--- config.mk ---
export PLATFORM = sky130hd
export DESIGN_NAME = de2i_150_sysid_ext
export DESIGN_NICKNAME = d
export VERILOG_FILES = /design/src/rtl/sysid_pkg.sv /design/src/rtl/sysid_uptime_counter.sv /design/src/rtl/de2i_150_sysid_ext.sv
export SDC_FILE = /design/constraint.sdc
export NUM_CORES = 1
export LEC_CHECK = 0
export CORE_MARGIN = 2
export CORE_UTILIZATION = 54
export CTS_CLUSTER_SIZE = 8
export DETAILED_ROUTE_END_ITERATION = 10
export PLACE_DENSITY = 0.81
export RECOVER_POWER = 100
export SLEW_MARGIN = 40
export SYNTH_ARGS = -nofsm -noshare
export SYNTH_HDL_FRONTEND = slang
export SYNTH_SLANG_ARGS = --single-unit
--- constraint.sdc ---
create_clock -name clock -period 3 [get_ports clock]
set_clock_uncertainty 0.2 [all_clocks]
set_input_delay 0.45 -clock clock [delete_from_list [all_inputs] [get_ports clock]]
set_output_delay 0.45 -clock clock [all_outputs]
set_load 0.01 [all_outputs]
--- src/rtl/sysid_pkg.sv ---
// Shared definitions for the de2i_150 system-ID peripheral: word map, CTRL bit
// positions and the byte-lane write merge used by the RW registers.
package sysid_pkg;

   localparam logic [2:0] ADDR_ID      = 3'd0;
   localparam logic [2:0] ADDR_TS      = 3'd1;
   localparam logic [2:0] ADDR_UPLO    = 3'd2;
   localparam logic [2:0] ADDR_UPHI    = 3'd3;
   localparam logic [2:0] ADDR_SCRATCH = 3'd4;
   localparam logic [2:0] ADDR_CTRL    = 3'd5;
   localparam logic [2:0] ADDR_HBDIV   = 3'd6;

   localparam int CTRL_EN  = 0;
   localparam int CTRL_CLR = 1;

   // Replace only the byte lanes whose enable bit is set.
   function automatic logic [31:0] be_merge(input logic [31:0] old_val,
                                            input logic [31:0] new_val,
                                            input logic [3:0]  be);
      logic [31:0] merged;
      merged = old_val;
      for (int i = 0; i < 4; i++) begin
         if (be[i]) merged[8*i +: 8] = new_val[8*i +: 8];
      end
      return merged;
   endfunction

endpackage

--- src/rtl/sysid_uptime_counter.sv ---
// Free-running uptime counter with enable/clear and a shadow that captures the
// upper word whenever the lower word is read, giving a tear-free 64-bit read.
module sysid_uptime_counter
   import sysid_pkg::*;
#(
   parameter int          CNT_W      = 64,
   parameter logic [63:0] CNT_PRESET = 64'd0
) (
   input  logic        clock,
   input  logic        reset_n,
   input  logic        enable,
   input  logic        clear,
   input  logic        latch,
   output logic [31:0] count_lo,
   output logic [31:0] shadow
);

   logic [CNT_W-1:0] count_q, count_d;
   logic [31:0]      shadow_q, shadow_d;
   logic [31:0]      count_hi;

   // Upper bits zero-extended to a full word; CNT_W is at least 33.
   assign count_hi = 32'(count_q >> 32);

   // Clear beats both enable and a simultaneous low-word read.
   always_comb begin
      count_d  = count_q;
      shadow_d = shadow_q;
      if (clear) begin
         count_d  = '0;
         shadow_d = '0;
      end else begin
         if (enable) count_d = count_q + CNT_W'(1);
         if (latch)  shadow_d = count_hi;
      end
   end

   always_ff @(posedge clock or negedge reset_n) begin
      if (!reset_n) begin
         count_q  <= CNT_PRESET[CNT_W-1:0];
         shadow_q <= '0;
      end else begin
         count_q  <= count_d;
         shadow_q <= shadow_d;
      end
   end

   assign count_lo = count_q[31:0];
   assign shadow   = shadow_q;

endmodule

--- src/rtl/de2i_150_sysid_ext.sv ---
// Avalon-MM system-ID slave: fixed ID/timestamp, uptime counter with atomic
// readback, scratch register, and a programmable heartbeat square wave.
module de2i_150_sysid_ext
   import sysid_pkg::*;
#(
   parameter logic [31:0] SYSTEM_ID    = 32'h5317_0001,
   parameter logic [31:0] TIMESTAMP    = 32'd1394063533,
   parameter int          CNT_W        = 64,
   parameter logic [31:0] HB_DIV_RESET = 32'd25_000_000,
   // Reset value of the uptime counter; left at 0 except for simulation.
   parameter logic [63:0] CNT_PRESET   = 64'd0
) (
   input  logic        clock,
   input  logic        reset_n,
   input  logic [2:0]  address,
   input  logic        read,
   input  logic        write,
   input  logic [31:0] writedata,
   input  logic [3:0]  byteenable,
   output logic [31:0] readdata,
   output logic        readdatavalid,
   output logic        heartbeat
);

   logic [31:0] scratch_q, scratch_d;
   logic        en_q, en_d;
   logic [31:0] hb_div_q, hb_div_d;
   logic [31:0] presc_q, presc_d;
   logic        hb_q, hb_d;
   logic [31:0] readdata_q, readdata_d;
   logic        rdvalid_q, rdvalid_d;
   logic        clear_pulse;
   logic        hb_div_wr;
   logic        latch_hi;
   logic [31:0] count_lo;
   logic [31:0] shadow;
   logic [31:0] rd_word;

   sysid_uptime_counter #(
      .CNT_W      (CNT_W),
      .CNT_PRESET (CNT_PRESET)
   ) u_uptime (
      .clock    (clock),
      .reset_n  (reset_n),
      .enable   (en_q),
      .clear    (clear_pulse),
      .latch    (latch_hi),
      .count_lo (count_lo),
      .shadow   (shadow)
   );

   assign latch_hi  = read && (address == ADDR_UPLO);
   assign hb_div_wr = write && (address == ADDR_HBDIV);

   always_comb begin
      scratch_d   = scratch_q;
      en_d        = en_q;
      hb_div_d    = hb_div_q;
      clear_pulse = 1'b0;
      if (write) begin
         case (address)
            ADDR_SCRATCH: scratch_d = be_merge(scratch_q, writedata, byteenable);
            ADDR_CTRL: begin
               if (byteenable[0]) begin
                  en_d        = writedata[CTRL_EN];
                  clear_pulse = writedata[CTRL_CLR];
               end
            end
            ADDR_HBDIV:   hb_div_d = be_merge(hb_div_q, writedata, byteenable);
            default: ;
         endcase
      end
   end

   // Read mux sees pre-edge register values, so a same-cycle write is not visible.
   always_comb begin
      rd_word = 32'd0;
      case (address)
         ADDR_ID:      rd_word = SYSTEM_ID;
         ADDR_TS:      rd_word = TIMESTAMP;
         ADDR_UPLO:    rd_word = count_lo;
         ADDR_UPHI:    rd_word = shadow;
         ADDR_SCRATCH: rd_word = scratch_q;
         ADDR_CTRL:    rd_word = {31'd0, en_q};
         ADDR_HBDIV:   rd_word = hb_div_q;
         default:      rd_word = 32'd0;
      endcase
      readdata_d = read ? rd_word : readdata_q;
      rdvalid_d  = read;
   end

   // A divider of 0 parks the heartbeat low; a divider write restarts the period.
   always_comb begin
      presc_d = presc_q;
      hb_d    = hb_q;
      if (hb_div_q == 32'd0) begin
         presc_d = 32'd0;
         hb_d    = 1'b0;
      end else if (hb_div_wr) begin
         presc_d = 32'd0;
      end else if (presc_q >= hb_div_q) begin
         presc_d = 32'd0;
         hb_d    = ~hb_q;
      end else begin
         presc_d = presc_q + 32'd1;
      end
   end

   always_ff @(posedge clock or negedge reset_n) begin
      if (!reset_n) begin
         scratch_q  <= 32'd0;
         en_q       <= 1'b1;
         hb_div_q   <= HB_DIV_RESET;
         presc_q    <= 32'd0;
         hb_q       <= 1'b0;
         readdata_q <= 32'd0;
         rdvalid_q  <= 1'b0;
      end else begin
         scratch_q  <= scratch_d;
         en_q       <= en_d;
         hb_div_q   <= hb_div_d;
         presc_q    <= presc_d;
         hb_q       <= hb_d;
         readdata_q <= readdata_d;
         rdvalid_q  <= rdvalid_d;
      end
   end

   assign readdata      = readdata_q;
   assign readdatavalid = rdvalid_q;
   assign heartbeat     = hb_q;

endmodule
==> flow_summary_export.csv <==
group,metric,value,unit
run_status,outcome,"finished with violations",
run_status,violations,"capacitance limit, slew limit",
floorplanning,die_x,151,um
sta,hold_viol,0,
final_layout,fin_area,13800,um^2
synth,synth_area,11600,um^2
job,drv_cap,1,
floorplanning,core,21000,um^2
final_layout,final_cell_mix,"dfrtp_1, nor2_1, nand2_1",
synth,synthFlopType,"dfrtp_1",
worst_setup_path,cpPeakStageDelay,0.53,ns
pwr,leakagePower,6.02,nW
worst_setup_path,critical_path.top_delay_family,"compound AO/OA/AOI/OAI gates",
drt,routed_wl,32000,um
worst_setup_path,reg2reg_depth,8,
worst_setup_path,end_kind,"flop",
synth,synth_edf_count,0,
drt,drt_iter0_drc,1033,
cts,tritoncts,"yes",
worst_setup_path,reg2reg_setup_slack,0.06,ns
place,gp_congestion,0.889,
synth,ys_seq_area_share,49.1,%
floorplanning,die_area,22700,um^2
min_path,hp-class,"in2reg",
cts,numCtsBuffers,34,
place,dp.cells,1521,
sta,finalSetupViolCount,0,
worst_setup_path,critPathBufInv,1,
floorplanning,fp.dieH,151,um
worst_setup_path,cp-start-kind,"flop",
pwr,total_power,9.49,mW
synth,yosys_warnings,0,
sta,tns,0,ns
final_layout,nFillCells,1561,
worst_setup_path,crit_top_cell,"a2111oi_1",
worst_setup_path,crit_end,"presc_q[7]",
pwr,powerDensity,689,nW/um^2
synth,netlist_instances,1189,
final_layout,final_cells,1578,
global_routing,grt_overflow,0,
global_routing,grt_first_pass_wirelength,50600,um
worst_setup_path,crit_fanout,8,
cts,h-tree-depth,2,
final_layout,antenna_cells,0,
floorplanning,initial_core_util,55.2,%
worst_setup_path,cp.arrival,3.17,ns
final_layout,drive_gt1_share,13.8,%
drt,wl_per_cell,20.3,um
sta,worstMarginPinSlew,2.02,ns
cts,clock_sinks,227,
synth,syn_avg_cell_area,9.76,um^2
floorplanning,io_pins,77,
cts,clk_pin_slew,0.05,ns
sta,maxSlewViolCount,88,
place,dpl_cell_area,12800,um^2
drt,drtPass1Iterations,5,
sta,max_freq,340,MHz
cts,cts-root-buf,"clkbuf_16",
sta,period_needed,2.94,ns
global_routing,track_usage,28.8,%
sta,relSlewSlack,-34.3,%
worst_setup_path,cp_cell_sequence,"ha_1, nand2b_1, a2111oi_1, a2111oi_1, o41a_1, or4_4, buf_2, nor2_1",
synth,syn_nets,1266,
worst_setup_path,r2r_end,"presc_q[7]",
final_layout,nNetsFinal,1363,
worst_setup_path,cp.depth,8,
global_routing,grt_pass1_vias,9464,
drt,vias,9542,
worst_setup_path,slowest_stage,"or4_4",
sta,worst_slack,0.0555,ns
final_layout,area_growth,18.7,%
drt,drcViolationCount,0,
synth,synth.distinct_cells,49,
worst_setup_path,cp.required,3.22,ns
global_routing,grt_max_degree,97,
place,post-place-ws,0.0455,ns
cts,clock_path_buffers,3,
pwr,vdd_drop_max,409,uV
sta,min_period_over_period,98.2,%
synth,async_flop_share,100,%
global_routing,antenna_found_initial,0,
cts,clock_latency,0.50,ns
place,io_buffers,76,
drt,ant_nets,0,
drt,viasPerCell,6.05,
worst_setup_path,r2r_start,"hb_div_q[0]",
synth,ys_ff_latch,227,
floorplanning,row_count,53,
worst_setup_path,crit_path_start,"hb_div_q[0]",
place,place_hpwl,22000,um
worst_setup_path,crit_type,"reg2reg",
final_layout,layout_commonest_cell,"dfrtp_1",
## cells by family after synthesis
kind of cell / synth area share, %
fa+ha+maj: 3.67
xor+xnor: 6.57
buf+inv: 4.23
mux: 8.79
flops: 49.1
compound gates: 9.05
simple gates: 18.6
## area by class of cell
| type | instances | area, um^2 | area share [%] |
|---|---|---|---|
| clock buffer | 49 | 907 | 6.59 |
| clock inverter | 4 | 41.3 | 0.300 |
| inverter | 70 | 263 | 1.91 |
| multi-input combinational | 833 | 5410 | 39.3 |
| sequential | 227 | 5700 | 41.4 |
| tap | 275 | 344 | 2.50 |
| timing repair buffer | 120 | 1100 | 8.01 |
## sequential cells by signal, indices dropped and copies added, names as in the netlist
register / count
readdata: 32
en_q: 1
readdatavalid: 1
scratch_q: 32
u_uptime.shadow: 32
heartbeat: 1
presc_q: 32
hb_div_q: 32
u_uptime.count_q: 64
## cells in the mapped netlist, drive strengths merged (3+ instances only)
library cell  number  area (um^2)
a211oi             6         45.0
a21oi             77          385
a221oi            13          114
a22oi             15          113
a31oi              3         18.8
and2               6         37.5
and3              19          119
and4              12          105
buf               11         47.6
clkbuf            48          180
dfrtp            214         5360
dfstp             13          342
ha                34          425
inv               70          263
mux2              79          890
mux2i             13          130
nand2            125          469
nand2b            16          100
nand3             40          205
nand4             40          250
nor2             129          487
nor2b              7         43.8
nor3              18         90.1
nor4              18          146
o21ai             24          120
o22ai             29          181
or3                8         50.1
or4                3         22.5
xnor2             42          368
xor2              45          394
## worst min-delay path, delay by kind of cell
kind                   cells  cell delay, ns
buffers and inverters      1            0.13
AOI/OAI and AO/OA          1            0.08
and+or+nand+nor            3            0.24
## report_power, final
group          leakage [nW]  internal, mW  switching (mW)
clock                 0.453          2.09            1.35
sequential             2.83          3.67           0.670
combinational          2.73         0.848           0.857
## worst min-delay path by stage
| stage | start | end | slack [ns] | cells after the start |
|---|---|---|---|---|
| final | address[2] | en_q | 0.21 | 5 |
| after global routing | address[1] | readdata[1] | 0.26 | 3 |
| after CTS | address[1] | readdata[1] | 0.20 | 3 |
| after detailed placement | reset_n | readdata[10] | 0.30 | 1 |
| after global placement | reset_n | readdata[10] | 0.29 | 1 |
| after floorplan | reset_n | hb_div_q[0] | -0.05 | 0 |
## metal layers
metal  routed length, um  track usage (%)  vias up
li1                    -                -     4325
met1               13500             39.6     4733
met2               15100             45.1      406
met3                2460             6.00       78
met4                 997             11.0        0
met5                   0                0        -
## through the flow
step	util, %	hold slack [ns]
3_3_place_gp	61.1	0.286
2_1_floorplan	-	-0.0456
5_1_grt	65.5	0.263
4_1_cts	65.7	0.205
3_5_place_dp	61.1	0.301
6_report	65.5	0.209
## what timing repair did
action / CTS / global route
endpoints found under the setup margin: 24 / 32
hold buffers: 1 / 0
gates resized for setup: 2 / 4
hold endpoints to repair: 72 / 0
buffers inserted: 1 / 2
Note: power is estimated with default switching activity, not from simulation.
